<file path="src/rtl/paced_sample_queue.sv">
// Sample FIFO drained at a programmable tick rate, one CHANNELS-sample frame per tick.
// Flags ticks that find too little data (underrun) or land mid-frame (tick_missed).
module paced_sample_queue #(
    parameter int WIDTH    = 12,
    parameter int DEPTH    = 16,
    parameter int CHANNELS = 1,
    parameter int PERIOD_W = 12,
    localparam int CW      = (CHANNELS > 1) ? $clog2(CHANNELS) : 1,
    localparam int LW      = $clog2(DEPTH + 1)
) (
    input  logic                clk,
    input  logic                reset,
    input  logic                enable,
    input  logic [PERIOD_W-1:0] period,
    input  logic [WIDTH-1:0]    in_data,
    input  logic                in_last,
    input  logic                in_valid,
    output logic                in_ready,
    output logic [WIDTH-1:0]    out_data,
    output logic [CW-1:0]       out_chan,
    output logic                out_last,
    output logic                out_valid,
    input  logic                out_ready,
    output logic [LW-1:0]       level,
    output logic                underrun,
    output logic                tick_missed,
    output logic [15:0]         underrun_count
);
    localparam int AW = $clog2(DEPTH);

    typedef enum logic {IDLE, EMIT} state_t;

    state_t              state_q, state_d;
    logic [AW-1:0]       wr_ptr_q, rd_ptr_q;
    logic [LW-1:0]       level_q, level_d;
    logic [PERIOD_W-1:0] cnt_q, cnt_d;
    logic [CW-1:0]       chan_q, chan_d;
    logic                underrun_q, underrun_d;
    logic                tick_missed_q, tick_missed_d;
    logic [15:0]         ucnt_q, ucnt_d;
    logic [WIDTH:0]      mem_q [DEPTH];

    logic full, push, pop, tick;

    // No bypass: a full queue refuses input even while it is being popped.
    assign full     = (level_q == LW'(DEPTH));
    assign in_ready = !full && !reset;
    assign push     = in_valid && in_ready;
    assign pop      = (state_q == EMIT) && out_ready;
    assign tick     = enable && (cnt_q >= period);

    always_comb begin
        cnt_d = cnt_q + PERIOD_W'(1);
        if (!enable || tick) cnt_d = '0;
    end

    always_comb begin
        level_d = level_q;
        case ({push, pop})
            2'b10:   level_d = level_q + LW'(1);
            2'b01:   level_d = level_q - LW'(1);
            default: level_d = level_q;
        endcase
    end

    always_comb begin
        state_d       = state_q;
        chan_d        = chan_q;
        underrun_d    = 1'b0;
        tick_missed_d = 1'b0;
        ucnt_d        = ucnt_q;
        case (state_q)
            IDLE: begin
                if (tick) begin
                    if (level_q >= LW'(CHANNELS)) begin
                        state_d = EMIT;
                        chan_d  = '0;
                    end else begin
                        underrun_d = 1'b1;
                        if (ucnt_q != 16'hFFFF) ucnt_d = ucnt_q + 16'd1;
                    end
                end
            end
            EMIT: begin
                tick_missed_d = tick;
                if (out_ready) begin
                    if (chan_q == CW'(CHANNELS - 1)) begin
                        state_d = IDLE;
                        chan_d  = '0;
                    end else begin
                        chan_d = chan_q + CW'(1);
                    end
                end
            end
            default: state_d = IDLE;
        endcase
    end

    always_ff @(posedge clk or posedge reset) begin
        if (reset) begin
            state_q       <= IDLE;
            wr_ptr_q      <= '0;
            rd_ptr_q      <= '0;
            level_q       <= '0;
            cnt_q         <= '0;
            chan_q        <= '0;
            underrun_q    <= 1'b0;
            tick_missed_q <= 1'b0;
            ucnt_q        <= '0;
        end else begin
            state_q       <= state_d;
            level_q       <= level_d;
            cnt_q         <= cnt_d;
            chan_q        <= chan_d;
            underrun_q    <= underrun_d;
            tick_missed_q <= tick_missed_d;
            ucnt_q        <= ucnt_d;
            if (push) wr_ptr_q <= wr_ptr_q + AW'(1);
            if (pop)  rd_ptr_q <= rd_ptr_q + AW'(1);
        end
    end

    // Storage is not reset; contents are only visible behind out_valid.
    always_ff @(posedge clk) begin
        if (push) mem_q[wr_ptr_q] <= {in_last, in_data};
    end

    assign out_valid      = (state_q == EMIT);
    assign out_data       = out_valid ? mem_q[rd_ptr_q][WIDTH-1:0] : '0;
    assign out_last       = out_valid ? mem_q[rd_ptr_q][WIDTH] : 1'b0;
    assign out_chan       = chan_q;
    assign level          = level_q;
    assign underrun       = underrun_q;
    assign tick_missed    = tick_missed_q;
    assign underrun_count = ucnt_q;

endmodule

</file>
<file path="config.mk">
export PLATFORM = sky130hd
export DESIGN_NAME = paced_sample_queue
export DESIGN_NICKNAME = d
export VERILOG_FILES = /design/src/rtl/paced_sample_queue.sv
export SDC_FILE = /design/constraint.sdc
export NUM_CORES = 1
export LEC_CHECK = 0
export ABC_CLOCK_PERIOD_IN_PS = 3800
export BUFFER_PORTS_ARGS = -buffer_cell sky130_fd_sc_hd__buf_2
export CORE_ASPECT_RATIO = 1.1
export CORE_MARGIN = 5
export CORE_UTILIZATION = 50
export DETAILED_ROUTE_END_ITERATION = 16
export HOLD_SLACK_MARGIN = 0.1
export PLACE_DENSITY = 0.68
export SYNTH_ARGS = -nofsm -noshare
export SYNTH_HDL_FRONTEND = slang
export SYNTH_SLANG_ARGS = --single-unit
</file>
<file path="constraint.sdc">
create_clock -name clk -period 3.8 [get_ports clk]
set_input_delay 0.57 -clock clk [delete_from_list [all_inputs] [get_ports clk]]
set_output_delay 0.57 -clock clk [all_outputs]
set_load 0.005 [all_outputs]
</file>
==> results of run 1 <==
[registers in the layout, summed over array words and instances (netlist names)]
signal / cells
underrun_count: 16
out_valid: 1
wr_ptr_q: 4
underrun: 1
cnt_q: 12
rd_ptr_q: 4
mem_q: 208
level: 5
tick_missed: 1
[synthesized netlist by cell type, types with 7 or more instances]
library cell,n,area share (%)
dfrtp_1,44,10
clkbuf_1,7,0.25
nor2_1,33,1.2
nand2_1,27,0.97
and2_1,16,0.95
mux4_2,65,14
nand3_1,12,0.57
xor2_1,23,1.9
edfxtp_1,208,60
a21oi_1,8,0.38
inv_1,21,0.75
buf_1,7,0.25
xnor2_1,10,0.83
nor3_1,10,0.48
nand4_1,7,0.42
ha_1,23,2.7
[stage by stage]
stage               instances  worst slack (ns)  hold slack (ns)  utilization [%]
finish                    948            0.4197           0.2880            58.74
detailed placement        901            0.9295           0.4831            54.56
floorplan                 574            0.9774           0.4739                -
global placement          901            0.9325           0.4734            54.56
CTS                       948            0.3610           0.2709            58.74
global route              948            0.2647           0.2828            58.74
[report_power, final]
| group | internal [W] | switching [W] | total [W] |
|---|---|---|---|
| clock | 0.00150 | 0.00104 | 0.00255 |
| sequential | 0.00316 | 0.000154 | 0.00332 |
| combinational | 0.000455 | 0.000414 | 0.000869 |
[metal layers]
metal | routed length (um) | share of wire (%) | global-route usage (%)
met2 | 10300 | 49 | 28.87
met3 | 1535 | 7.3 | 3.069
met4 | 349 | 1.7 | 4.578
met5 | 7 | 0.033 | 0
met1 | 8948 | 42 | 25.73
[logic make-up after synthesis]
family                   after synthesis  share of synthesized area, %
flip-flops                           252                         70.02
other                                  1                       0.03574
AND/OR/NAND/NOR                      132                         6.726
adder cells (fa/ha/maj)               23                         2.743
XOR/XNOR                              33                         2.755
multiplexers                          71                         14.58
AO/OA/AOI/OAI                         17                         1.002
buffers and inverters                 45                         2.135
[cell type report]
type	count	area [um^2]
inverter	21	78.83
fill	1557	8518
multi-input combinational	277	2942
timing repair buffer	95	570.5
sequential	252	7352
clock buffer	30	686.9
tap	256	320.3
clock inverter	17	176.4
[how the worst max path moves through the flow]
| stage | startpoint | endpoint | cells past startpoint | slack [ns] |
|---|---|---|---|---|
| 2_1_floorplan | level[0] | mem_q[3][0] | 7 | 0.98 |
| 3_3_place_gp | rd_ptr_q[0] | out_data[8] | 5 | 0.93 |
| 4_1_cts | rd_ptr_q[0] | out_data[9] | 5 | 0.36 |
| 3_5_place_dp | rd_ptr_q[0] | out_data[9] | 5 | 0.93 |
| 6_report | rd_ptr_q[0] | out_last | 5 | 0.42 |
| 5_1_grt | rd_ptr_q[0] | out_data[9] | 5 | 0.26 |
==> impl_metrics.py, run 1 <==
metrics = {
    "run_status": {
        "status": "complete, no violations",
    },
    "critical_path": {
        "critPathSlowestCell": "dfrtp_4",
        "cp_max_fo": 21,
        "reg2reg_slack_ns": 0.89,
        "path_cells": "buf_12 -> mux4_2 -> mux4_2 -> and2_1 -> buf_2",
        "crit_top_cell": "mux4_2",
        "r2r_end": "mem_q[11][5]",
        "worst-r2r-cell-count": 7,
        "max_stage_delay_ns": 0.66,
        "worstPathBufferInverterCount": 2,
        "crit_family": "multiplexers",
        "critPathLaunchType": "register",
        "r2r-start": "level[0]",
        "worstPathArrival_ns": 2.81,
        "crit_path_end_kind": "output port",
        "critPathRequiredTime_ns": 3.23,
        "worstSetupPathType": "register to output port",
    },
    "clock_network": {
        "path_clk_slew_ns": 0.06,
        "clock_latency_ns": 0.52,
        "hold_buffers": 0,
        "cts_buffers": 26,
        "cts_sinks": 252,
        "cts_tree": "done",
        "cts_setup_buffers": 0,
        "clock_path_buffers": 3,
        "root_buffer": "clkbuf_16",
        "htreeDepth": 1,
        "cts_resized": 0,
    },
    "grt": {
        "grt_usage_pct": 17.87,
        "grt_pass1_wl_mm": 32.73,
        "grt_max_degree": 40,
        "grt_pass1_vias": 5597,
        "antenna_found_initial": 1,
        "overflow": 0,
    },
    "placement": {
        "post_dp_cell_area_mm2": 0.01126,
        "dpl.hpwl_mm": 12.92,
        "io_buffers": 67,
        "gp_congestion": 0.8473,
    },
    "synth": {
        "syn_area_per_cell_um2": 18.28,
        "netlist_area_mm2": 0.01049,
        "yosysSeqAreaShare_pct": 70.02,
        "yosysUniqueCellTypes": 38,
        "synth_ff_type": "edfxtp_1",
        "synth_seq_cells": 252,
        "netlist_instances": 574,
        "synth_edf_count": 208,
        "ys_warn_count": 0,
        "async_flop_share_pct": 17.46,
        "syn_nets": 627,
    },
    "detailed_routing": {
        "routed_via_density": 5.739,
        "routed_wl_mm": 21.14,
        "drtAntennaViolNets": 0,
        "initialDrtViolationCount": 294,
        "wl_per_cell_um": 22.30,
        "drt_pass1_iterations": 5,
        "num_vias": 5441,
        "drcViolationCount": 0,
    },
    "cells_and_area": {
        "final_common_cell": "edfxtp_1",
        "final_cell_mix": "208 x edfxtp_1, 67 x buf_2, 65 x mux4_2",
        "design_area_mm2": 0.01213,
        "drive_gt1_share_pct": 31.94,
        "areaGrowthSynthToFinish_pct": 15.57,
        "diodes": 0,
        "final_nets": 726,
    },
    "pwr": {
        "pwr_density_cell_mw_per_mm2": 555.2,
        "fin_total_pwr_w": 0.006733,
        "peakVddDrop_mv": 0.5486,
        "leakage_nw": 4.417,
    },
    "sta": {
        "slew-limit-headroom_pct": 23.02,
        "tns_ns": 0,
        "maxSlewViolCount": 0,
        "setup_viol": 0,
        "max_clock_freq_ghz": 0.2958,
        "rsz0062_at_grt": "no",
        "skew_ns": 0.009078,
        "post-route-period-util_pct": 88.96,
        "hold_viol": 0,
        "layout_min_cycle_time_ns": 3.380,
        "worstMarginPinSlew_ns": 1.153,
    },
    "flow_run": {
        "cap_violations": 0,
    },
    "floorplan": {
        "die_w_um": 148.1,
        "ios": 69,
        "die_h_um": 161.9,
        "core-area_mm2": 0.02064,
        "row_count": 55,
        "start_util_pct": 50.82,
        "die_area_mm2": 0.02399,
    },
    "worst_hold_path": {
        "whs_endpoint": "out_valid",
        "whs_path_depth": 2,
        "holdCritPathClass": "primary input to register",
        "hold_start": "out_ready",
    },
}
Note: power is estimated with default switching activity, not from simulation.
==> inputs of run 2 (changes only) <==
--- a/config.mk
+++ b/config.mk
@@ -9,10 +9,10 @@
 export BUFFER_PORTS_ARGS = -buffer_cell sky130_fd_sc_hd__buf_2
 export CORE_ASPECT_RATIO = 1.1
 export CORE_MARGIN = 5
-export CORE_UTILIZATION = 50
+export CORE_UTILIZATION = 45
 export DETAILED_ROUTE_END_ITERATION = 16
 export HOLD_SLACK_MARGIN = 0.1
-export PLACE_DENSITY = 0.68
+export PLACE_DENSITY = 0.62
 export SYNTH_ARGS = -nofsm -noshare
 export SYNTH_HDL_FRONTEND = slang
 export SYNTH_SLANG_ARGS = --single-unit
==> impl_metrics.py, run 2 (same netlist as run 1, synthesis figures left out) <==
metrics = {
    "grt": {
        "grt_max_degree": 36,
        "grt_pass1_wl_mm": 33.82,
        "antenna_found_initial": 2,
        "overflow": 0,
        "grt_pass1_vias": 5783,
        "grt_usage_pct": 16.73,
    },
    "pwr": {
        "pwr_density_cell_mw_per_mm2": 542.7,
        "peakVddDrop_mv": 0.3199,
        "leakage_nw": 4.385,
    },
    "clock_network": {
        "cts_tree": "done",
        "cts_buffers": 25,
        "root_buffer": "clkbuf_16",
        "cts_setup_buffers": 0,
        "clock_path_buffers": 3,
        "cts_sinks": 252,
        "path_clk_slew_ns": 0.06,
        "clock_latency_ns": 0.51,
        "htreeDepth": 1,
    },
    "cells_and_area": {
        "drive_gt1_share_pct": 31.30,
        "areaGrowthSynthToFinish_pct": 15.51,
        "diodes": 0,
        "regMostFlops": "mem_q",
        "design_area_mm2": 0.01212,
        "final_cell_mix": "208 x edfxtp_1, 67 x buf_2, 65 x mux4_2",
        "final_nets": 725,
        "largest_register_ffs": 208,
        "final_common_cell": "edfxtp_1",
    },
    "flow_run": {
        "cap_violations": 0,
    },
    "critical_path": {
        "path_cells": "buf_4 -> mux4_2 -> mux4_2 -> and2_1 -> buf_2",
        "worst-r2r-cell-count": 7,
        "critPathSlowestCell": "dfrtp_4",
        "critPathRequiredTime_ns": 3.23,
        "worstPathArrival_ns": 2.99,
        "r2r_end": "mem_q[13][3]",
        "reg2reg_slack_ns": 0.94,
        "crit_top_cell": "mux4_2",
        "worstSetupPathType": "register to output port",
        "max_stage_delay_ns": 0.86,
        "r2r-start": "level[0]",
        "crit_path_end_kind": "output port",
        "critPathLaunchType": "register",
        "cp_max_fo": 33,
    },
    "worst_hold_path": {
        "whs_path_depth": 2,
        "hold_start": "out_ready",
        "whs_endpoint": "out_valid",
        "holdCritPathClass": "primary input to register",
    },
    "placement": {
        "post_dp_cell_area_mm2": 0.01131,
        "io_buffers": 67,
        "gp_congestion": 0.7856,
        "dpl.hpwl_mm": 13.61,
    },
    "sta": {
        "tns_ns": 0,
        "post-route-period-util_pct": 93.60,
        "slew-limit-headroom_pct": 33.55,
        "setup_viol": 0,
        "max_clock_freq_ghz": 0.2811,
        "worstMarginPinSlew_ns": 0.9968,
        "maxSlewViolCount": 0,
        "rsz0062_at_grt": "no",
        "skew_ns": 0.01168,
        "layout_min_cycle_time_ns": 3.557,
        "hold_viol": 0,
    },
    "floorplan": {
        "die_h_um": 170.2,
        "start_util_pct": 45.76,
        "die_w_um": 155.6,
        "die_area_mm2": 0.02647,
        "row_count": 58,
        "core-area_mm2": 0.02293,
        "ios": 69,
    },
    "detailed_routing": {
        "initialDrtViolationCount": 360,
        "num_vias": 5445,
        "drcViolationCount": 0,
        "drtAntennaViolNets": 0,
        "wl_per_cell_um": 21.96,
        "routed_wl_mm": 21.74,
        "drt_pass1_iterations": 4,
        "routed_via_density": 5.500,
    },
    "run_status": {
        "status": "complete, no violations",
    },
}
-- run 2: area by class of cell --
class                      count  area [um^2]
clock buffer                  31        648.1
clock inverter                14        151.4
inverter                      21        78.83
timing repair buffer          95        573.1
fill                        1837        10810
multi-input combinational    277         2942
tap                          300        375.4
sequential                   252         7352
-- run 2: worst max-delay path by stage --
| stage | from | endpoint | slack, ns |
|---|---|---|---|
| 4_1_cts | rd_ptr_q[0] | out_data[0] | 0.18 |
| 3_5_place_dp | rd_ptr_q[0] | out_data[0] | 0.73 |
| 5_1_grt | rd_ptr_q[0] | out_data[2] | 0.08 |
| 6_report | rd_ptr_q[0] | out_data[2] | 0.24 |
| 3_3_place_gp | rd_ptr_q[0] | out_data[2] | 0.75 |
| 2_1_floorplan | level[0] | mem_q[3][0] | 0.98 |
-- run 2: critical path: cells and delay by family (launching register included) --
family	cells	cell delay (ns)
muxes	2	0.99
DFF	1	0.86
and+or+nand+nor	1	0.17
buffers and inverters	2	0.45
-- run 2: repair_timing --
item / in CTS / in global routing
hold buffers: 1 / 0
resized for setup: 0 / 0
endpoints found under the hold margin: 16 / 0
-- run 2: metal layers --
layer,vias to the layer above,routed length [um],GRT usage (%)
li1,2432,-,-
met1,2812,9019,22.65
met2,156,10730,28.38
met3,41,1401,2.823
met4,4,576,4.492
met5,-,21,0
-- run 2: per-stage QoR --
| stage | cells | setup slack [ns] | power, W | hold WS, ns | utilization [%] |
|---|---|---|---|---|---|
| floorplan | 574 | 0.9774 | 0.003978 | 0.4739 | - |
| finish | 990 | 0.2431 | 0.006578 | 0.2698 | 52.85 |
| global placement | 944 | 0.7541 | 0.004215 | 0.4715 | 49.32 |
| CTS | 990 | 0.1761 | 0.006661 | 0.2499 | 52.85 |
| global route | 990 | 0.07772 | 0.006860 | 0.2690 | 52.85 |
| detailed placement | 944 | 0.7266 | 0.004253 | 0.4995 | 49.32 |
-- run 2: where the power goes --
| part | switching [W] | internal, W |
|---|---|---|
| registers | 0.000183 | 0.00316 |
| logic | 0.000381 | 0.000450 |
| clock network | 0.000988 | 0.00141 |
==> inputs of run 3 (changes only) <==
--- a/config.mk
+++ b/config.mk
@@ -5,12 +5,13 @@
 export SDC_FILE = /design/constraint.sdc
 export NUM_CORES = 1
 export LEC_CHECK = 0
-export ABC_CLOCK_PERIOD_IN_PS = 3800
+export ABC_CLOCK_PERIOD_IN_PS = 3750
 export BUFFER_PORTS_ARGS = -buffer_cell sky130_fd_sc_hd__buf_2
 export CORE_ASPECT_RATIO = 1.1
 export CORE_MARGIN = 5
 export CORE_UTILIZATION = 45
 export DETAILED_ROUTE_END_ITERATION = 16
+export GPL_TIMING_DRIVEN = 0
 export HOLD_SLACK_MARGIN = 0.1
 export PLACE_DENSITY = 0.62
 export SYNTH_ARGS = -nofsm -noshare
==> constraint.sdc (replaced) <==
create_clock -name clk -period 3.75 [get_ports clk]
set_input_delay 0.5625 -clock clk [delete_from_list [all_inputs] [get_ports clk]]
set_output_delay 0.5625 -clock clk [all_outputs]
set_load 0.005 [all_outputs]
==> impl_metrics.py, run 3 (same netlist as run 1, synthesis figures left out) <==
metrics = {
    "clock_network": {
        "path_clk_slew_ns": 0.06,
        "root_buffer": "clkbuf_16",
        "clock_latency_ns": 0.54,
        "cts_tree": "done",
        "cts_sinks": 252,
        "cts_buffers": 26,
        "cts_setup_buffers": 0,
        "htreeDepth": 1,
        "clock_path_buffers": 3,
    },
    "cells_and_area": {
        "diodes": 0,
        "final_nets": 740,
        "regMostFlops": "mem_q",
        "largest_register_ffs": 208,
        "design_area_mm2": 0.01241,
        "fin_cells": 1006,
        "final_common_cell": "edfxtp_1",
        "drive_gt1_share_pct": 32.86,
        "final_cell_mix": "208 x edfxtp_1, 70 x buf_2, 65 x mux4_2",
        "areaGrowthSynthToFinish_pct": 18.29,
    },
    "flow_run": {
        "cap_violations": 0,
    },
    "sta": {
        "rsz0062_at_grt": "no",
        "worstMarginPinSlew_ns": 1.024,
        "post-route-period-util_pct": 94.40,
        "maxSlewViolCount": 0,
        "skew_ns": 0.02364,
        "setup_viol": 0,
        "slew-limit-headroom_pct": 31.34,
        "layout_min_cycle_time_ns": 3.540,
        "max_clock_freq_ghz": 0.2825,
        "hold_viol": 0,
        "whs_ns": 0.2485,
    },
    "grt": {
        "antenna_found_initial": 1,
        "overflow": 0,
        "grt_max_degree": 29,
        "grt_usage_pct": 17.22,
        "grt_pass1_vias": 5893,
        "grt_pass1_wl_mm": 34.47,
    },
    "detailed_routing": {
        "wl_met2_mm": 11.03,
        "drt_pass1_iterations": 4,
        "topRoutingLayerUsed": "met5",
        "routed_via_density": 5.494,
        "wl_per_cell_um": 22.17,
        "initialDrtViolationCount": 270,
        "drcViolationCount": 0,
        "dr_wl_met3_mm": 1.241,
        "routed_wl_mm": 22.30,
        "drtAntennaViolNets": 0,
        "wl_met1_mm": 9.359,
        "num_vias": 5527,
    },
    "run_status": {
        "status": "complete, no violations",
    },
    "floorplan": {
        "start_util_pct": 45.76,
        "die_area_mm2": 0.02647,
        "die_h_um": 170.2,
        "ios": 69,
        "row_count": 58,
        "die_w_um": 155.6,
        "core-area_mm2": 0.02293,
    },
    "pwr": {
        "pwr_density_cell_mw_per_mm2": 564.3,
        "leakage_nw": 4.496,
        "fin_total_pwr_w": 0.007004,
        "peakVddDrop_mv": 0.3868,
    },
    "critical_path": {
        "path_cells": "clkbuf_1 -> clkdlybuf4s15_2 -> mux4_2 -> mux4_2 -> and2_1 -> buf_2",
        "critPathSlowestCell": "clkdlybuf4s15_2",
        "critPathLaunchType": "register",
        "crit_family": "buffers and inverters",
        "crit_top_cell": "mux4_2",
        "max_stage_delay_ns": 0.55,
        "worstPathBufferInverterCount": 3,
        "worstSetupPathType": "register to output port",
        "worstPathArrival_ns": 2.98,
        "critPathRequiredTime_ns": 3.19,
        "crit_path_end_kind": "output port",
        "cp_max_fo": 10,
    },
    "placement": {
        "post_dp_cell_area_mm2": 0.01149,
        "io_buffers": 67,
        "dp.cells": 958,
        "dpl.hpwl_mm": 15.01,
        "gp_congestion": 0.7730,
    },
    "worst_hold_path": {
        "holdCritPathClass": "primary input to register",
    },
}
-- run 3: where the power goes --
| group | internal (W) | leakage [nW] | switching [W] |
|---|---|---|---|
| clock network | 0.00162 | 0.432 | 0.00103 |
| registers | 0.00320 | 2.46 | 0.0000865 |
| logic | 0.000496 | 1.60 | 0.000566 |
| total | 0.00532 | 4.50 | 0.00168 |
-- run 3: metal layers --
layer	vias up	global-route usage (%)
met2	174	29.10
met5	-	0
li1	2461	-
met1	2840	23.64
met3	50	2.594
met4	2	4.682
-- run 3: final timing paths --
path / start / to / slack [ns] / cells after the start
worst min register to register: underrun_count[9] / underrun_count[9] / 0.49 / 1
worst max-delay path: rd_ptr_q[1] / out_last / 0.21 / 6
min in group asynchronous: reset / level[4] / 0.59 / 3
worst min-delay path: out_ready / out_valid / 0.25 / 2
worst max register to register: level[0] / mem_q[3][1] / 0.64 / 8
max in group asynchronous: reset / underrun_count[5] / 2.69 / 4
-- run 3: metrics by stage --
stage	setup slack, ns	TNS [ns]	utilization [%]
global route	0.08822	0	54.12
floorplan	0.9274	0	-
global placement	-0.2959	-13.83	48.85
CTS	0.03652	0	54.11
finish	0.2101	0	54.12
detailed placement	0.5378	0	50.09
-- run 3: area by class of cell --
cell class	instances	area (um^2)
clock buffers	31	669.4
repair buffers	85	579.3
fillers	1828	10520
multi-input cells	277	2972
inverters	21	78.83
plain buffers	24	163.9
clock inverters	16	226.5
well taps	300	375.4
flip-flops and latches	252	7347
-- run 3: repair_timing --
| item | CTS | global route |
|---|---|---|
| hold buffers | 1 | 0 |
| hold endpoints to repair | 16 | 0 |
| setup endpoints to repair | 11 | 13 |
| resized for setup | 5 | 2 |
